**src/rtl/packet_tx_arbiter.sv**
```systemverilog
// packet_tx_arbiter
//   Shares the single 16-byte outgoing packet buffer and its transmitter
//   between the key-exchange sequencer (kx_*) and the voice packetizer (vc_*).
//   One requester owns the buffer at a time. Its byte writes are forwarded to
//   the buffer. Its send request launches the transmitter. The grant is
//   released on transmitter completion, when the owner drops its request, or
//   when the owner holds the grant too long without sending.
//
// Ports
//   clock, reset              system clock, asynchronous active-high reset
//   kx_request / vc_request   level: requester wants the buffer
//   *_write_index/data/enable byte write into the buffer (owner only)
//   *_send                    one-cycle pulse: packet complete, transmit it
//   *_grant                   requester owns the buffer
//   *_done                    one-cycle pulse: packet transmitted, grant gone
//   *_abort                   one-cycle pulse: grant revoked by hold timeout
//   buf_write_index/data/enable  registered write port to the packet buffer
//   tx_start                  one-cycle pulse to the transmitter
//   tx_done                   one-cycle pulse from the transmitter
//   owner                     0 = kx, 1 = vc; valid while either grant is high
module packet_tx_arbiter #(
    parameter int ROUND_ROBIN  = 1,
    parameter int HOLD_TIMEOUT = 64,
    parameter int TO_W         = 7
) (
    input  logic       clock,
    input  logic       reset,
    input  logic       kx_request,
    input  logic [3:0] kx_write_index,
    input  logic [7:0] kx_write_data,
    input  logic       kx_write_enable,
    input  logic       kx_send,
    output logic       kx_grant,
    output logic       kx_done,
    output logic       kx_abort,
    input  logic       vc_request,
    input  logic [3:0] vc_write_index,
    input  logic [7:0] vc_write_data,
    input  logic       vc_write_enable,
    input  logic       vc_send,
    output logic       vc_grant,
    output logic       vc_done,
    output logic       vc_abort,
    output logic [3:0] buf_write_index,
    output logic [7:0] buf_write_data,
    output logic       buf_write_enable,
    output logic       tx_start,
    input  logic       tx_done,
    output logic       owner
);

    typedef enum logic [1:0] {IDLE, OWNED, SEND, WAIT_TX} state_t;

    localparam logic [TO_W-1:0] HOLD_LAST = TO_W'(HOLD_TIMEOUT - 1);

    state_t          state, state_nx;
    logic [TO_W-1:0] hold_cnt, hold_cnt_nx;
    logic            last_owner, last_owner_nx;
    logic            owner_nx, kx_grant_nx, vc_grant_nx;
    logic            kx_done_nx, kx_abort_nx, vc_done_nx, vc_abort_nx;
    logic            tx_start_nx, buf_we_nx;
    logic [3:0]      buf_idx_nx;
    logic [7:0]      buf_data_nx;

    logic            own_request, own_send, own_we;
    logic [3:0]      own_idx;
    logic [7:0]      own_data;
    logic            vc_wins;

    // Inputs of whichever requester currently owns the buffer.
    always_comb begin
        own_request = owner ? vc_request      : kx_request;
        own_send    = owner ? vc_send         : kx_send;
        own_we      = owner ? vc_write_enable : kx_write_enable;
        own_idx     = owner ? vc_write_index  : kx_write_index;
        own_data    = owner ? vc_write_data   : kx_write_data;
    end

    // On a tie, round-robin favours whoever did not own the buffer last.
    always_comb begin
        if (kx_request && vc_request)
            vc_wins = (ROUND_ROBIN != 0) && !last_owner;
        else
            vc_wins = vc_request;
    end

    always_comb begin
        state_nx      = state;
        hold_cnt_nx   = hold_cnt;
        last_owner_nx = last_owner;
        owner_nx      = owner;
        kx_grant_nx   = kx_grant;
        vc_grant_nx   = vc_grant;
        kx_done_nx    = 1'b0;
        kx_abort_nx   = 1'b0;
        vc_done_nx    = 1'b0;
        vc_abort_nx   = 1'b0;
        tx_start_nx   = 1'b0;
        buf_we_nx     = 1'b0;
        buf_idx_nx    = buf_write_index;
        buf_data_nx   = buf_write_data;

        unique case (state)
            IDLE: begin
                if (kx_request || vc_request) begin
                    owner_nx    = vc_wins;
                    kx_grant_nx = !vc_wins;
                    vc_grant_nx = vc_wins;
                    hold_cnt_nx = '0;
                    state_nx    = OWNED;
                end
            end
            OWNED: begin
                // Writes are forwarded only while the grant survives this
                // cycle, so a release or abort never leaves a stray strobe.
                if (own_send || (own_request && hold_cnt != HOLD_LAST)) begin
                    buf_we_nx = own_we;
                    if (own_we) begin
                        buf_idx_nx  = own_idx;
                        buf_data_nx = own_data;
                    end
                end
                if (own_send) begin
                    state_nx = SEND;
                end else if (!own_request) begin
                    kx_grant_nx   = 1'b0;
                    vc_grant_nx   = 1'b0;
                    last_owner_nx = owner;
                    state_nx      = IDLE;
                end else if (hold_cnt == HOLD_LAST) begin
                    kx_abort_nx   = !owner;
                    vc_abort_nx   = owner;
                    kx_grant_nx   = 1'b0;
                    vc_grant_nx   = 1'b0;
                    last_owner_nx = owner;
                    state_nx      = IDLE;
                end else begin
                    hold_cnt_nx = hold_cnt + TO_W'(1);
                end
            end
            SEND: begin
                tx_start_nx = 1'b1;
                state_nx    = WAIT_TX;
            end
            WAIT_TX: begin
                if (tx_done) begin
                    kx_done_nx    = !owner;
                    vc_done_nx    = owner;
                    kx_grant_nx   = 1'b0;
                    vc_grant_nx   = 1'b0;
                    last_owner_nx = owner;
                    state_nx      = IDLE;
                end
            end
            default: state_nx = IDLE;
        endcase
    end

    always_ff @(posedge clock or posedge reset) begin
        if (reset) begin
            state            <= IDLE;
            hold_cnt         <= '0;
            last_owner       <= 1'b1;
            owner            <= 1'b0;
            kx_grant         <= 1'b0;
            vc_grant         <= 1'b0;
            kx_done          <= 1'b0;
            kx_abort         <= 1'b0;
            vc_done          <= 1'b0;
            vc_abort         <= 1'b0;
            tx_start         <= 1'b0;
            buf_write_enable <= 1'b0;
            buf_write_index  <= '0;
            buf_write_data   <= '0;
        end else begin
            state            <= state_nx;
            hold_cnt         <= hold_cnt_nx;
            last_owner       <= last_owner_nx;
            owner            <= owner_nx;
            kx_grant         <= kx_grant_nx;
            vc_grant         <= vc_grant_nx;
            kx_done          <= kx_done_nx;
            kx_abort         <= kx_abort_nx;
            vc_done          <= vc_done_nx;
            vc_abort         <= vc_abort_nx;
            tx_start         <= tx_start_nx;
            buf_write_enable <= buf_we_nx;
            buf_write_index  <= buf_idx_nx;
            buf_write_data   <= buf_data_nx;
        end
    end

endmodule

```
**config.mk**
```make
export PLATFORM = sky130hd
export DESIGN_NAME = packet_tx_arbiter
export DESIGN_NICKNAME = d
export VERILOG_FILES = /design/src/rtl/packet_tx_arbiter.sv
export SDC_FILE = /design/constraint.sdc
export NUM_CORES = 1
export LEC_CHECK = 0
export BUFFER_PORTS_ARGS = -buffer_cell sky130_fd_sc_hd__buf_2
export CORE_AREA = 2 2 52 73
export DETAILED_ROUTE_END_ITERATION = 8
export DIE_AREA = 0 0 54 75
export PLACE_DENSITY_LB_ADDON = 0.2
export SLEW_MARGIN = 20
export SYNTH_ARGS = -nofsm -noshare
export SYNTH_HDL_FRONTEND = slang
export SYNTH_SLANG_ARGS = --single-unit
```
**constraint.sdc**
```tcl
create_clock -name clock -period 1.85 [get_ports clock]
set_input_delay 0.185 -clock clock [delete_from_list [all_inputs] [get_ports clock]]
set_output_delay 0.185 -clock clock [all_outputs]
set_load 0.03 [all_outputs]
```
==> summary.txt, run 1 <==
status: finished, final reports clean
CTS Root Cell: clkbuf_8
most frequent cells in the layout: buf_2 (53), dfrtp_1 (30), mux2_2 (14), buf_4 (12), mux2_4 (9)
GR Util All Layers: 0.2012
Mapped Area: 1602 um2
fin area: 2079 um2
Synth Area per Inst: 11.86 um2
Syn Nets: 169
hold violation count in the final report: 0
setup ws final: 0.1143 ns
Fin Setup TNS: 0 ns
die area: 4050 um2
worst-skew pair later-pin latency: 0.28 ns
Clock Skews: 0.01061 ns
Core Rows: 25
first-pass GRT wire length: 5.720 mm
area share of the largest cell type after synthesis: 0.4688
final slew viol count: 0
Nets: 236
IO Count: 54
DRT Wirelength: 3.773 mm
CTS tree: yes
detailed-route DRC error count: 0
Die W: 54 um
ordered cell list for the critical path: mux2i_1, buf_4, a41o_1, or4_1, nand3_1
register bit total from synthesis: 31
CP max FO: 6
Worst EP required: 2.06 ns
Initial Util: 0.4741
Clock Sinks: 31
synthesized instance count: 135
Detail Placement HPWL: 2.781 mm
Post-DP Area: 1986 um2
commonest non-fill, non-tap cell in the layout: buf_2
Static Leak: 0.001032 uW
placer congestion estimate: 0.8790
critical path depth: 5
Ant. Diodes: 0
RSZ-0062 raised after global routing: no
number of global-route vias before repair: 1312
CTS buffer count: 5
initial antenna violation count: 0
CP Launch Type: flop
core area: 3378 um2
height of the die: 75 um
slowest CP cell: or4_1
fmax: 576.1 MHz
layout cells sized above 1: 0.4975
CP bufs+invs: 1
MaxCap Viol Count: 0
number of distinct library cells after synthesis: 39
worst r2r path cells: 5
area grow syn2layout: 29.84%
leading area contributor after synthesis: dfrtp_1
critical path startpoint: owner
final worst-path cycle share: 0.9382
Worst VDD drop: 957.6 uV
vias per cell: 5.527
crit end category: flop
Synth area leaders: dfrtp_1 (47%), mux2_2 (9.8%), mux2_4 (8.4%)
wire per inst: 15.53 um
dpl ws: 0.1073 ns
Worst-path clk slew: 0.07 ns
warnings from Yosys: 0
pin count of the biggest net entering global routing: 32
critical path type: flop to flop
CTS H-Tree Depth: 2
Worst Hold Path Cells: 2
CP max stage delay: 0.49 ns
crit path capture: hold_cnt[2]
Clock Path Buffers: 2
flop2flop setup slack: 0.11 ns
vias post-DR: 1343
Slew headroom: 0.5904
Crit path max-delay family: simple AND/OR/NAND/NOR gates
Final Setup Violations: 0
postcts setup bufs: 0
antenna viol nets, final: 0
R2R Path Start: owner
Port Buffers: 53
Pwr Density: 1623 nW/um2
drt pass-1 iters: 4
Least-Margin Pin Slew: 0.5989 ns
type of the worst min-delay path: input pin to flop
reg-to-reg endpoint: hold_cnt[2]
total gr overflow: 0
CP arrival: 1.95 ns
Initial DRC Count: 43
fin crit period: 1.736 ns
sequential share of the synthesized area: 0.4852
==> flip-flops by register name (all words and copies together), names as in the netlist, named ones only <==
name / cells
kx_done: 1
tx_start: 1
buf_write_index: 4
vc_done: 1
vc_abort: 1
state: 1
vc_grant: 1
buf_write_data: 8
kx_abort: 1
owner: 1
hold_cnt: 7
buf_write_enable: 1
kx_grant: 1
last_owner: 1
==> cell families (layout without fill, tap and decap cells) <==
group                    count (synthesis)  in the layout  share of synthesized area
AO/OA/AOI/OAI                           28             28                     0.1383
XOR/XNOR                                 1              1                   0.005470
adder cells (fa/ha/maj)                  1              1                   0.007811
buffers and inverters                   14             82                    0.04218
flip-flops                              31             31                     0.4852
multiplexers                            29             29                     0.2219
AND/OR/NAND/NOR                         31             31                    0.09922
==> how the worst min path moves through the flow <==
stage / slack (ns) / endpoint / start
3_3_place_gp: 0.27 / buf_write_data[3] / reset
4_1_cts: 0.11 / flop / tx_done
3_5_place_dp: 0.28 / buf_write_data[5] / reset
5_1_grt: 0.12 / flop / tx_done
2_1_floorplan: 0.29 / asynchronous set/reset pin / reset
6_report: 0.11 / flop / tx_done
==> where the power goes <==
part / switching [uW] / internal, uW
registers: 199 / 941
clock network: 234 / 263
logic: 949 / 789
total: 1380 / 1990
==> per-layer routing <==
layer	global-route usage	part of all wire	vias to the layer above
met5	0	0	-
met1	0.2139	0.38	653
li1	-	-	631
met2	0.3442	0.54	52
met4	0.1222	0.021	0
met3	0.05754	0.065	7
==> metrics by stage <==
stage	power (uW)	hold WS [ns]	util	cells
floorplan	2344	0.2878	-	135
global placement	2828	0.2736	0.5878	234
detailed placement	2891	0.2840	0.5878	234
CTS	3406	0.1068	0.6148	243
global route	3582	0.1162	0.6156	243
finish	3375	0.1117	0.6156	243
==> area by class of cell <==
type                       count  area [um2]
tap                           40       50.05
multi-input combinational     90       759.5
inverter                       7       26.28
timing repair buffer          67       385.4
fill                         284        1299
clock buffer                   7       76.32
clock inverter                 1       5.005
sequential                    31       777.0
==> Yosys cell counts, drive strengths merged <==
master and n:
a31oi 1, nand3b 1, buf 6, and3 1, o31ai 1, nand4 2
o311ai 1, dfstp 1, mux2 25, clkbuf 1, nor2b 2, dfrtp 30
mux2i 4, a2111oi 1, a21oi 4, o21ai 9, nand2b 2, nand3 7
nor3 2, a32oi 1, nand2 5, nor4 1, xor2 1, inv 7
nor2 6, a32o 2, or4 2, a41o 1, a41oi 1, o211ai 4
ha 1, a31o 2
==> timing repair <==
item,CTS,global route
resized for setup,0,1
hold buffers,1,0
setup endpoints to repair,0,2
hold endpoints to repair,30,0
Note: power is estimated with default switching activity, not from simulation.
==> run 2: changes to the inputs <==
--- a/config.mk
+++ b/config.mk
@@ -10,6 +10,7 @@
 export DETAILED_ROUTE_END_ITERATION = 8
 export DIE_AREA = 0 0 54 75
 export PLACE_DENSITY_LB_ADDON = 0.2
+export RECOVER_POWER = 50
 export SLEW_MARGIN = 20
 export SYNTH_ARGS = -nofsm -noshare
 export SYNTH_HDL_FRONTEND = slang
==> constraint.sdc (replaced) <==
create_clock -name clock -period 1.85 [get_ports clock]
set_input_delay 0.37 -clock clock [delete_from_list [all_inputs] [get_ports clock]]
set_output_delay 0.37 -clock clock [all_outputs]
set_load 0.03 [all_outputs]
==> run 2 against run 1 <==
  * Cell count rose by 0.41%
  * Clock skew is 0.0060 ns lower
  * Critical endpoint unchanged
  * Critical path depth stayed put
==> summary.txt, run 2 (same netlist as run 1, synthesis figures left out) <==
Clock Path Buffers: 2
Nets: 238
multi-input logic area: 783.3 um2
CTS H-Tree Depth: 2
Port Buffers: 53
status: finished, final reports clean
Detail Placement HPWL: 2.673 mm
most frequent cells in the layout: buf_2 (46), dfrtp_1 (30), mux2_2 (14), buf_4 (13), mux2_4 (9)
Comb power frac: 0.512
final worst-path cycle share: 0.9656
antenna viol nets, final: 0
Core Rows: 25
critical path type: flop to flop
fin area: 2098 um2
hold violation count in the final report: 0
CP max FO: 6
Initial Util: 0.4741
number of global-route vias before repair: 1328
crit end category: flop
Worst VDD drop: 1028 uV
hold_ws: 0.2950 ns
first-pass GRT wire length: 5.609 mm
vias post-DR: 1315
die area: 4050 um2
GR Util All Layers: 0.1957
height of the die: 75 um
Pwr Density: 1610 nW/um2
final slew viol count: 0
fin crit period: 1.786 ns
drt pass-1 iters: 4
CTS buffer count: 5
Clock Sinks: 31
number of flip-flops under the largest register name: 8
CTS Root Cell: clkbuf_8
MaxCap Viol Count: 0
DRT Wirelength: 3.691 mm
Worst EP required: 2.06 ns
Static Leak: 0.001010 uW
worst r2r path cells: 5
CP arrival: 1.99 ns
Internal: 1994 uW
total gr overflow: 0
detailed-route DRC error count: 0
power share of the clock group: 0.156
Net Sw Frac: 0.4097
Initial DRC Count: 36
wire per inst: 15.13 um
Post-DP Area: 1973 um2
CP Launch Type: flop
register area: 777.0 um2
area grow syn2layout: 31.02%
core area: 3378 um2
Flop pwr share: 0.332
Final Setup Violations: 0
initial antenna violation count: 0
commonest non-fill, non-tap cell in the layout: buf_2
Largest regs: buf_write_data x8, hold_cnt x7, buf_write_index x4
Slew headroom: 0.4909
Least-Margin Pin Slew: 0.7636 ns
CTS tree: yes
Ant. Diodes: 0
IO Count: 54
worst-skew pair later-pin latency: 0.28 ns
Switch Pwr: 1384 uW
layout cells sized above 1: 0.5000
RSZ-0062 raised after global routing: no
Worst-path clk slew: 0.06 ns
fmax: 559.8 MHz
Clock Skews: 0.004631 ns
fillcell total: 277
pin count of the biggest net entering global routing: 32
largest reg by FF count: buf_write_data
Die W: 54 um
placer congestion estimate: 0.9299
type of the worst min-delay path: input pin to asynchronous set/reset pin
vias per cell: 5.389
[run 2: worst max-delay path, cell delays in order (launching register included)]
cell and delay [ns]:
dfrtp_1 0.45, mux2i_1 0.20, buf_4 0.17, a41o_1 0.28
or4_1 0.50, nand3_1 0.11
[run 2: power by group through the flow]
| stage | combinational, uW | sequential (uW) | clock, uW |
|---|---|---|---|
| detailed placement | 1690 | 1130 | 0 |
| global route | 1870 | 1160 | 577 |
| floorplan | 880 | 1460 | 0 |
| global placement | 1670 | 1110 | 0 |
| finish | 1730 | 1120 | 525 |
| CTS | 1720 | 1120 | 546 |
[run 2: cell type report]
cell class | count | area share
Multi-Input combinational cell | 90 | 0.3733
Timing Repair Buffer | 69 | 0.1783
Sequential cell | 31 | 0.3703
Clock buffer | 6 | 0.03936
Clock inverter | 1 | 0.002385
Tap cell | 40 | 0.02385
Inverter | 7 | 0.01252
[run 2: per-stage QoR]
step | power [uW] | TNS, ns | utilization | setup WS [ns] | std cells
floorplan | 2344 | 0 | - | 0.01675 | 135
global placement | 2778 | 0 | 0.5841 | 0.04021 | 234
detailed placement | 2814 | -0.07311 | 0.5841 | -0.03993 | 234
CTS | 3385 | 0 | 0.6167 | 0.05582 | 244
global route | 3605 | 0 | 0.6211 | 0.004093 | 244
finish | 3378 | 0 | 0.6211 | 0.06371 | 244
[run 2: repair_timing]
action                                  CTS  global route
buffers inserted                          3             0
hold buffers                              0             0
gates cloned                              0             0
gates resized for setup                   0             8
pin swaps                                 1             0
endpoints found under the setup margin    4             7
[run 2: path summary, 6_finish.rpt]
path	startpoint	end	slack [ns]
hold / removal	reset	buf_write_data[5]	0.29
setup reg to reg	owner	hold_cnt[2]	0.06
setup / recovery	owner	hold_cnt[2]	0.06
hold reg to reg	vc_grant	vc_grant	0.50
min in group clock	tx_done	flop	0.31
max in group asynchronous	reset	buf_write_data[4]	1.06
[run 2: per-layer routing]
| metal | wire length, um | vias up | GRT usage | part of all wire |
|---|---|---|---|---|
| met2 | 1929 | 48 | 0.3388 | 0.52 |
| met3 | 228 | 6 | 0.04762 | 0.062 |
| li1 | - | 635 | - | - |
| met5 | 0 | - | 0 | 0 |
| met4 | 64 | 0 | 0.1056 | 0.017 |
| met1 | 1468 | 626 | 0.2160 | 0.40 |
==> run 3: changes to the inputs <==
--- a/config.mk
+++ b/config.mk
@@ -9,7 +9,7 @@
 export CORE_AREA = 2 2 52 73
 export DETAILED_ROUTE_END_ITERATION = 8
 export DIE_AREA = 0 0 54 75
-export PLACE_DENSITY_LB_ADDON = 0.2
+export PLACE_DENSITY = 0.71
 export RECOVER_POWER = 50
 export SLEW_MARGIN = 20
 export SYNTH_ARGS = -nofsm -noshare
==> run 3 against run 2 <==
  * Utilization decreased by 1.3 points
  * Wire length hardly changed
  * Register-to-register slack gained 0.04 ns
  * Sequential share of layout area increased by 0.79 points
  * Total power up 0.49%
  * Worst setup slack better by 0.038 ns
  * Clock skew grew 0.0012 ns
  * Clock power increased by 9.1%
  * Largest cell class is now registers
  * Sequential power about the same
  * Die area stayed put
==> summary.txt, run 3 (same netlist as run 1, synthesis figures left out) <==
CTS Root Cell: clkbuf_8
postcts setup bufs: 0
Core Rows: 25
critical path type: flop to flop
die area: 4050 um2
Initial DRC Count: 30
multi-input logic area: 765.7 um2
fmax: 572.1 MHz
Worst VDD drop: 1076 uV
worst-skew pair later-pin latency: 0.28 ns
RSZ-0062 raised after global routing: no
worst r2r path cells: 5
final slew viol count: 0
Clock Path Buffers: 2
Static Leak: 0.0009913 uW
CP Launch Type: flop
Detail Placement HPWL: 2.761 mm
hold violation count in the final report: 0
placer congestion estimate: 0.8312
Nets: 231
Pwr Density: 1652 nW/um2
area grow syn2layout: 28.28%
Slew headroom: 0.4856
post-route insts no fill: 238
CP max FO: 6
IO Count: 54
wire per inst: 15.52 um
Die W: 54 um
R2R Path Start: owner
drt pass-1 iters: 4
first-pass GRT wire length: 6.078 mm
layout cells sized above 1: 0.4747
CTS tree: yes
flop2flop setup slack: 0.10 ns
status: finished, final reports clean
total gr overflow: 0
register area: 777.0 um2
commonest non-fill, non-tap cell in the layout: buf_2
vias post-DR: 1305
crit end category: flop
vias per cell: 5.483
number of global-route vias before repair: 1373
pin count of the biggest net entering global routing: 32
type of the worst min-delay path: input pin to asynchronous set/reset pin
Initial Util: 0.4741
DRT Wirelength: 3.693 mm
most frequent cells in the layout: buf_2 (47), dfrtp_1 (30), mux2_2 (14), mux2_4 (9)
Ant. Diodes: 0
number of flip-flops under the largest register name: 8
CTS buffer count: 5
GR Util All Layers: 0.2103
Port Buffers: 53
core area: 3378 um2
Worst EP required: 2.06 ns
Clock Sinks: 31
Least-Margin Pin Slew: 0.7716 ns
initial antenna violation count: 0
reg-to-reg endpoint: hold_cnt[2]
Post-DP Area: 1956 um2
Fin Setup TNS: 0 ns
MaxCap Viol Count: 0
CTS H-Tree Depth: 2
detailed-route DRC error count: 0
final worst-path cycle share: 0.9448
antenna viol nets, final: 0
largest reg by FF count: buf_write_data
fin crit period: 1.748 ns
height of the die: 75 um
Largest regs: buf_write_data x8, hold_cnt x7, buf_write_index x4
CP arrival: 1.96 ns
Final Setup Violations: 0
fin area: 2054 um2
Worst-path clk slew: 0.06 ns
fillcell total: 283
placed cell count: 230
Clock Skews: 0.005824 ns
==> run 3: cell count changes in the layout (fill, tap and decap cells not counted), sizes merged <==
| cell | delta |
|---|---|
| buf | -5 |
| clkinv | -1 |
==> run 3: worst max path at each step <==
stage,cells past startpoint,startpoint,to,slack (ns)
floorplan,4,owner,buf_write_data[0],0.02
detailed placement,5,owner,buf_write_index[2],0.08
finish,5,owner,hold_cnt[2],0.10
CTS,5,owner,buf_write_data[6],0.05
global placement,5,hold_cnt[0],buf_write_index[3],0.13
global route,5,hold_cnt[3],buf_write_index[3],0.006
==> run 3: worst max-delay path, cell delays in order (launching register included) <==
cell and delay [ns]:
dfrtp_1 0.46, mux2i_2 0.21, buf_4 0.16, a41o_1 0.27
or4_1 0.49, nand3_1 0.10
==> run 3: final cells by class <==
cell class | count | share of cell area
Sequential cell | 31 | 0.3782
Multi-Input combinational cell | 90 | 0.3727
Timing Repair Buffer | 62 | 0.1632
Clock buffer | 8 | 0.04872
Tap cell | 40 | 0.02436
Inverter | 7 | 0.01279
==> run 3: metrics by stage <==
step / utilization / total power [uW] / setup slack [ns] / hold slack, ns
floorplan: - / 2344 / 0.01675 / 0.4610
global placement: 0.5789 / 2765 / 0.1273 / 0.4566
detailed placement: 0.5789 / 2823 / 0.08483 / 0.4662
CTS: 0.6085 / 3411 / 0.04986 / 0.1663
global route: 0.6081 / 3598 / 0.005684 / 0.3250
finish: 0.6081 / 3395 / 0.1021 / 0.2965
==> run 3: report_power, final <==
part / switching [uW] / internal, uW
Sequential: 204 / 942
Combinational: 942 / 734
Clock: 234 / 339
Total: 1380 / 2010
==> run 3: metal layers <==
metal  wire, um  track usage  up-vias
met2       2040       0.3780       46
met5          0            0        -
met1       1351       0.2247      627
met4         93      0.09444        0
met3        207      0.05556        9
li1           -            -      623
==> run 3: timing repair <==
item / CTS / global route
gates resized for setup: 0 / 3
endpoints found under the setup margin: 0 / 13
hold buffers: 0 / 0
